**src/rtl/axi_lite_cmd_master.sv**
```systemverilog
// rtl/axi_lite_cmd_master.sv - AXI4-Lite master driven by a valid/ready command stream
//
// Purpose: accepts one command at a time (read or write, address, data, strobes),
// runs a single AXI4-Lite transaction and returns one response carrying RDATA/RRESP
// or BRESP. AW and W are issued together; each drops independently after its own
// handshake.
//
// Ports:
//   aclk, areset_n                 clock, asynchronous active-low reset
//   cmd_*                          command stream (valid/ready, write, addr, wdata, wstrb)
//   rsp_*                          response stream (valid/ready, write, rdata, resp)
//   m_aw*, m_w*, m_b*, m_ar*, m_r* AXI4-Lite master channels
//   timeout_err                    sticky watchdog flag
//
// Optional feature: define AXI_LITE_MASTER_TIMEOUT_EN to enable the watchdog that
// sets timeout_err after TIMEOUT_CYCLES cycles in any waiting state.

module axi_lite_cmd_master #(
    parameter int ADDR_WIDTH     = 32,
    parameter int DATA_WIDTH     = 32,
    parameter int TIMEOUT_CYCLES = 1024
) (
    input  logic                    aclk,
    input  logic                    areset_n,
    input  logic                    cmd_valid,
    output logic                    cmd_ready,
    input  logic                    cmd_write,
    input  logic [ADDR_WIDTH-1:0]   cmd_addr,
    input  logic [DATA_WIDTH-1:0]   cmd_wdata,
    input  logic [DATA_WIDTH/8-1:0] cmd_wstrb,
    output logic                    rsp_valid,
    input  logic                    rsp_ready,
    output logic                    rsp_write,
    output logic [DATA_WIDTH-1:0]   rsp_rdata,
    output logic [1:0]              rsp_resp,
    output logic [ADDR_WIDTH-1:0]   m_awaddr,
    output logic [2:0]              m_awprot,
    output logic                    m_awvalid,
    input  logic                    m_awready,
    output logic [DATA_WIDTH-1:0]   m_wdata,
    output logic [DATA_WIDTH/8-1:0] m_wstrb,
    output logic                    m_wvalid,
    input  logic                    m_wready,
    input  logic [1:0]              m_bresp,
    input  logic                    m_bvalid,
    output logic                    m_bready,
    output logic [ADDR_WIDTH-1:0]   m_araddr,
    output logic [2:0]              m_arprot,
    output logic                    m_arvalid,
    input  logic                    m_arready,
    input  logic [DATA_WIDTH-1:0]   m_rdata,
    input  logic [1:0]              m_rresp,
    input  logic                    m_rvalid,
    output logic                    m_rready,
    output logic                    timeout_err
);

    localparam int STRB_WIDTH = DATA_WIDTH / 8;

    typedef enum logic [2:0] {
        S_IDLE,
        S_RADDR,
        S_RDATA,
        S_WRITE,
        S_WRESP,
        S_RSP
    } state_t;

    state_t                  state;
    state_t                  state_next;
    logic [ADDR_WIDTH-1:0]   addr_q;
    logic [DATA_WIDTH-1:0]   wdata_q;
    logic [STRB_WIDTH-1:0]   wstrb_q;
    logic                    write_q;
    logic                    aw_done;
    logic                    w_done;
    logic [DATA_WIDTH-1:0]   rdata_q;
    logic [1:0]              resp_q;

    // Every output below is decoded from registered state only.
    assign cmd_ready = (state == S_IDLE);
    assign m_arvalid = (state == S_RADDR);
    assign m_rready  = (state == S_RDATA);
    assign m_awvalid = (state == S_WRITE) && !aw_done;
    assign m_wvalid  = (state == S_WRITE) && !w_done;
    assign m_bready  = (state == S_WRESP);
    assign rsp_valid = (state == S_RSP);

    assign m_awprot  = 3'b000;
    assign m_arprot  = 3'b000;
    assign m_araddr  = m_arvalid ? addr_q  : '0;
    assign m_awaddr  = m_awvalid ? addr_q  : '0;
    assign m_wdata   = m_wvalid  ? wdata_q : '0;
    assign m_wstrb   = m_wvalid  ? wstrb_q : '0;

    assign rsp_write = write_q;
    assign rsp_rdata = rdata_q;
    assign rsp_resp  = resp_q;

    always_comb begin
        state_next = state;
        case (state)
            S_IDLE:  if (cmd_valid) state_next = cmd_write ? S_WRITE : S_RADDR;
            S_RADDR: if (m_arready) state_next = S_RDATA;
            S_RDATA: if (m_rvalid)  state_next = S_RSP;
            // A channel is finished if it completed earlier or handshakes now.
            S_WRITE: if ((aw_done || m_awready) && (w_done || m_wready)) state_next = S_WRESP;
            S_WRESP: if (m_bvalid)  state_next = S_RSP;
            S_RSP:   if (rsp_ready) state_next = S_IDLE;
            default: state_next = S_IDLE;
        endcase
    end

    always_ff @(posedge aclk or negedge areset_n) begin
        if (!areset_n) begin
            state   <= S_IDLE;
            addr_q  <= '0;
            wdata_q <= '0;
            wstrb_q <= '0;
            write_q <= 1'b0;
            aw_done <= 1'b0;
            w_done  <= 1'b0;
            rdata_q <= '0;
            resp_q  <= 2'b00;
        end else begin
            state <= state_next;
            case (state)
                S_IDLE: begin
                    if (cmd_valid) begin
                        addr_q  <= cmd_addr;
                        wdata_q <= cmd_wdata;
                        wstrb_q <= cmd_wstrb;
                        write_q <= cmd_write;
                        aw_done <= 1'b0;
                        w_done  <= 1'b0;
                    end
                end
                S_WRITE: begin
                    if (m_awready) aw_done <= 1'b1;
                    if (m_wready)  w_done  <= 1'b1;
                end
                S_RDATA: begin
                    if (m_rvalid) begin
                        rdata_q <= m_rdata;
                        resp_q  <= m_rresp;
                    end
                end
                S_WRESP: begin
                    if (m_bvalid) begin
                        rdata_q <= '0;
                        resp_q  <= m_bresp;
                    end
                end
                default: ;
            endcase
        end
    end

`ifdef AXI_LITE_MASTER_TIMEOUT_EN
    localparam int CNT_W = $clog2(TIMEOUT_CYCLES + 1);

    logic [CNT_W-1:0] wd_cnt;
    logic             wd_err;
    logic             waiting;

    assign waiting     = (state == S_RADDR) || (state == S_RDATA) ||
                         (state == S_WRITE) || (state == S_WRESP);
    assign timeout_err = wd_err;

    // The counter restarts on every state change; the flag is raised on the edge
    // where the count reaches the limit, even if the state happens to leave then.
    always_ff @(posedge aclk or negedge areset_n) begin
        if (!areset_n) begin
            wd_cnt <= '0;
            wd_err <= 1'b0;
        end else begin
            if (state_next != state) begin
                wd_cnt <= '0;
            end else if (waiting && (wd_cnt != CNT_W'(TIMEOUT_CYCLES))) begin
                wd_cnt <= wd_cnt + 1'b1;
            end
            if (waiting && (wd_cnt == CNT_W'(TIMEOUT_CYCLES - 1))) begin
                wd_err <= 1'b1;
            end
        end
    end
`else
    assign timeout_err = 1'b0;
`endif

endmodule

```
**config.mk**
```make
export PLATFORM = sky130hd
export DESIGN_NAME = axi_lite_cmd_master
export DESIGN_NICKNAME = d
export VERILOG_FILES = /design/src/rtl/axi_lite_cmd_master.sv
export SDC_FILE = /design/constraint.sdc
export NUM_CORES = 1
export LEC_CHECK = 0
export CORE_ASPECT_RATIO = 0.7
export CORE_MARGIN = 2
export CORE_UTILIZATION = 44
export CTS_BUF_LIST = sky130_fd_sc_hd__clkbuf_8
export DETAILED_ROUTE_END_ITERATION = 10
export MAX_ROUTING_LAYER = met4
export PLACE_DENSITY = 0.89
export SLEW_MARGIN = 25
export SYNTH_ARGS = -nofsm -noshare
export SYNTH_HDL_FRONTEND = slang
export SYNTH_SLANG_ARGS = --single-unit
```
**constraint.sdc**
```tcl
create_clock -name aclk -period 3.2 [get_ports aclk]
set_clock_uncertainty 0.1 [all_clocks]
set_input_delay 0.64 -clock aclk [delete_from_list [all_inputs] [get_ports aclk]]
set_output_delay 0.64 -clock aclk [all_outputs]
set_load 0.01 [all_outputs]
```
# After elaboration in Yosys (flattened, before gate mapping)
# Index checks and enable logic that the tools add are counted.
# op_classes
n_reduce_logical	15
n_shift	0
addsub	0
div	0
n_mul	0
n_eq_ne	13
muxes	23
bitwise	0
order_cmp	0
# ops
cell	n
$mux 32	5
$pmux 32 s2	1
$mux 3	6
$pmux 3 s6	1
$ne 2x2->1 const B	5
$reduce_and 3->1	3
$eq 3x2->1 const B	2
$eq 3x3->1 const B	2
$mux 2	3
$ne 2x1->1 const B	3
$reduce_and 6->1	1
$mux 4	1
$pmux 1 s2	2
$pmux 2 s2	1
$reduce_bool 2->1	2
$eq 3x1->1 const B	1
$logic_and 1x1->1	3
$logic_not 3->1	1
$mux 1	3
$logic_not 1->1	2
$logic_or 1x1->1	2
$reduce_and 2->1	1
# totals
mem_bits_ro	0
inputBits	114
elab_cells	60
ff_bits	108
latch_bits	0
ramBits	0
mem_count	0

# Depth between registers and ports, before layout
# logic_depth
depth_word	4
ltp_mapped	7

# Worst setup path before layout
# No wires, ideal clock.
# synth_timing
path_type	register -> output
from	register state[2]
to	output m_araddr[22]
t_arrival_ns	1.341
path_stages_with_launch	5
required_ns	2.460
slack_ns	1.119
path_buffers	1
path_cell_list	dfrtp_1 and2b_1 nor2b_1 clkbuf_1 and2_1
# synth_between
elab_chain_cells	2
# synth_rtl
item	line	rtl
start, declared	69	state_t state;
start signal, assigned	126	state <= state_next;
$eq 3x1->1	82	assign m_arvalid = (state == S_RADDR);
via m_arvalid	49	output logic m_arvalid,
$mux 32	91	assign m_araddr = m_arvalid ? addr_q : '0;
end, declared	47	output logic [ADDR_WIDTH-1:0] m_araddr,
# The timed path passes the listed nets, and every way through them passes these cells.

# Worst setup path in the final report
# layout_timing
from	register state[2]
to	output m_wdata[28]
# layout_between
elab_chain_cells	3
# layout_rtl
item	line	rtl
$eq 3x2->1	85	assign m_wvalid = (state == S_WRITE) && !w_done;
$logic_and 1x1->1	85	
$mux 32	93	assign m_wdata = m_wvalid ? wdata_q : '0;
end, declared	40	output logic [DATA_WIDTH-1:0] m_wdata,
# No other way between the ends.

==> impl_metrics.csv <==
group,metric,value,unit
cts,clk_path_buf_depth,2,
yosys,synth-seq-cells,108,
setup_path,critical-path-top-delay-family,"buffers and inverters",
global_routing,antenna_found_initial,0,
routing,drtIter0Drc,160,
yosys,synth-edff-count,0,
setup_path,critPathMaxFanout,37,
routing,num_vias,3855,
sta,post-route-min-period,3.019,ns
sta,fmax,0.3312,GHz
cts,cts_max_level,3,
yosys,yosys-top-cells-area,"dfrtp_1, mux2_2, and2_1",
yosys,ys.flop_type,"dfrtp_1",
final_layout,final_common_cell,"clkdlybuf4s50_1",
place,hpwl,9.820,mm
place,pre_cts_slack,0.4780,ns
cts,clk_pin_slew_worst_paths,0.11,ns
routing,drc,0,
yosys,yosysTopAreaCell,"dfrtp_1",
floorplanning,coreArea,0.01097,mm2
pwr,leakagePower,3.254,nW
floorplanning,pin_count,263,
routing,drtPass1Iterations,4,
cts,cts_sinks,108,
sta,slew_viol_final,0,
sta,period_share,94.35,%
sta,setup_viol_count_final,0,
cts,cts_hold_buf,0,
yosys,synth.avg_cell_area,12.62,um2
floorplanning,die_y,92.50,um
routing,ant_nets,0,
yosys,synth_xor_xnor_area_share,0,%
routing,vias_per_cell,4.867,
global_routing,grt_pass1_wl,20.20,mm
sta,hold_viol,0,
setup_path,critPathSlowestCell,"clkdlybuf4s50_1",
setup_path,crit_path_max_incr_delay,0.57,ns
hold_path,hold_path.class,"input pin to asynchronous set/reset pin",
floorplanning,die_area,0.01206,mm2
final_layout,final_cells,792,
setup_path,path_cells,"and2b_2 > nand2_1 > nor2_2 > buf_8 > and2_1 > clkdlybuf4s50_1",
yosys,synth.distinct_cells,30,
routing,routed_wirelength,13.07,mm
floorplanning,start_util,44.88,%
yosys,synth_top_family_by_area,"multiplexers",
setup_path,worstReg2RegStart,"state[1]",
yosys,ys_warn_count,0,
floorplanning,rows,32,
cts,cts_tree,"yes",
routing,wl_per_cell,16.51,um
sta,postLayoutSetupSlackWorst,0.1808,ns
sta,rsz0062_at_grt,"no",
setup_path,crit_arrival,2.28,ns
yosys,synth_compound_area_share,7.065,%
global_routing,grt_pass1_vias,3970,
flow_run,maxCapViolations,0,
setup_path,start_kind,"flip-flop",
sta,worstMarginPinSlew,0.6749,ns
run_status,status,"complete, no violations",
setup_path,cp_data_required_time,2.46,ns
floorplanning,fp.dieW,130.4,um
setup_path,timing.critical_path.buf_inv,2,
cts,root_buffer,"clkbuf_8",
final_layout,drive_gt1_share,15.96,%
yosys,synthAdderAreaFrac,0,%
place,placed_area,0.007548,mm2
sta,finalSetupTns,0,ns
yosys,synth_cells,390,
global_routing,grt_overflow,0,
final_layout,area_growth,57.61,%
yosys,synth_mux_area_share,17.38,%
pwr,ir_drop,0.5605,mV
place,gp_congestion,0.7739,
yosys,yosys.area_share.simple,16.14,%
global_routing,grt_max_degree,57,
final_layout,nets,748,
setup_path,worstSetupStartpoint,"state[2]",
cts,clk_latency,0.36,ns
place,numPortBuffers,255,
yosys,ys_seq_area_share,54.89,%
cts,numCtsBuffers,9,
final_layout,diodes,0,
pwr,p_per_area,840.5,mW/mm2
yosys,syn_area,0.004923,mm2
final_layout,most-common-layout-cells,"clkdlybuf4s50_1, dfrtp_1, and2_1",
sta,slew_headroom,55.00,%
yosys,yosysTopAreaCellShare,54.89,%
yosys,async_reset_ff_share,100.0,%
pwr,total_power,0.006522,W
setup_path,critPathKind,"flip-flop to output port",
setup_path,end_kind,"output port",
global_routing,grt_usage,22.17,%
place,placed_cells,776,
final_layout,fin_area,0.007760,mm2
-- area by class of cell --
cell class	count	area, um2
clock inverters	5	43.79
clock buffers	11	151.4
fillers	764	3211
flip-flops and latches	108	2704
repair buffers	262	2639
well taps	153	191.4
multi-input cells	253	2031
-- what timing repair did --
item | CTS | global route
buffers inserted | 0 | 0
endpoints found under the setup margin | 0 | 68
resized for setup | 0 | 5
-- cells in the mapped netlist, types with 2 or more instances --
| cell | n |
|---|---|
| nor2_1 | 6 |
| nand3b_1 | 3 |
| o21ai_0 | 2 |
| nor2b_1 | 3 |
| and2_1 | 102 |
| mux2_4 | 10 |
| clkbuf_1 | 9 |
| buf_4 | 13 |
| dfrtp_1 | 108 |
| mux2_2 | 60 |
| a22o_1 | 32 |
| nand2_1 | 8 |
| a21oi_1 | 5 |
| buf_6 | 2 |
| mux2i_1 | 3 |
| buf_2 | 10 |
-- routing by layer --
metal	vias up	GRT usage [%]	wire length, um
met1	1876	26.12	5260
met3	19	5.719	959
li1	1797	-	-
met2	163	38.09	6657
met4	0	5.851	195
met5	-	-	0
-- final timing paths --
check                           cells after the start           end  slack (ns)
worst max-delay path                                6   m_wdata[28]        0.18
worst min-delay path                                1  rsp_rdata[5]        0.19
worst max register to register                      4    addr_q[18]        1.02
worst min register to register                      2   rsp_resp[0]        0.41
max in group asynchronous                           2      state[2]        2.05
min in group aclk                                   2   rsp_resp[0]        0.41
-- state kept, by name (all words and copies together), names as in the netlist --
| name | flops |
|---|---|
| addr_q | 32 |
| rsp_rdata | 32 |
| wdata_q | 32 |
| wstrb_q | 4 |
| state | 3 |
| rsp_resp | 2 |
| aw_done | 1 |
| rsp_write | 1 |
| w_done | 1 |
-- power breakdown --
| group | total [W] | switching (W) | internal (W) |
|---|---|---|---|
| clock | 0.000803 | 0.000469 | 0.000334 |
| sequential | 0.00252 | 0.000462 | 0.00206 |
| combinational | 0.00320 | 0.00121 | 0.00199 |
-- metrics by stage --
stage,utilization (%),hold WS (ns)
2_1_floorplan,-,0.2444
3_3_place_gp,68.81,0.3692
3_5_place_dp,68.81,0.3824
4_1_cts,70.59,0.2094
5_1_grt,70.73,0.2221
6_report,70.73,0.1900
-- kinds of logic after synthesis --
group / after synthesis
and+or+nand+nor: 130
DFF: 108
AOI/OAI and AO/OA: 43
muxes: 73
buffers and inverters: 35
other: 1
No activity file was read; power rests on OpenSTA's default activity.
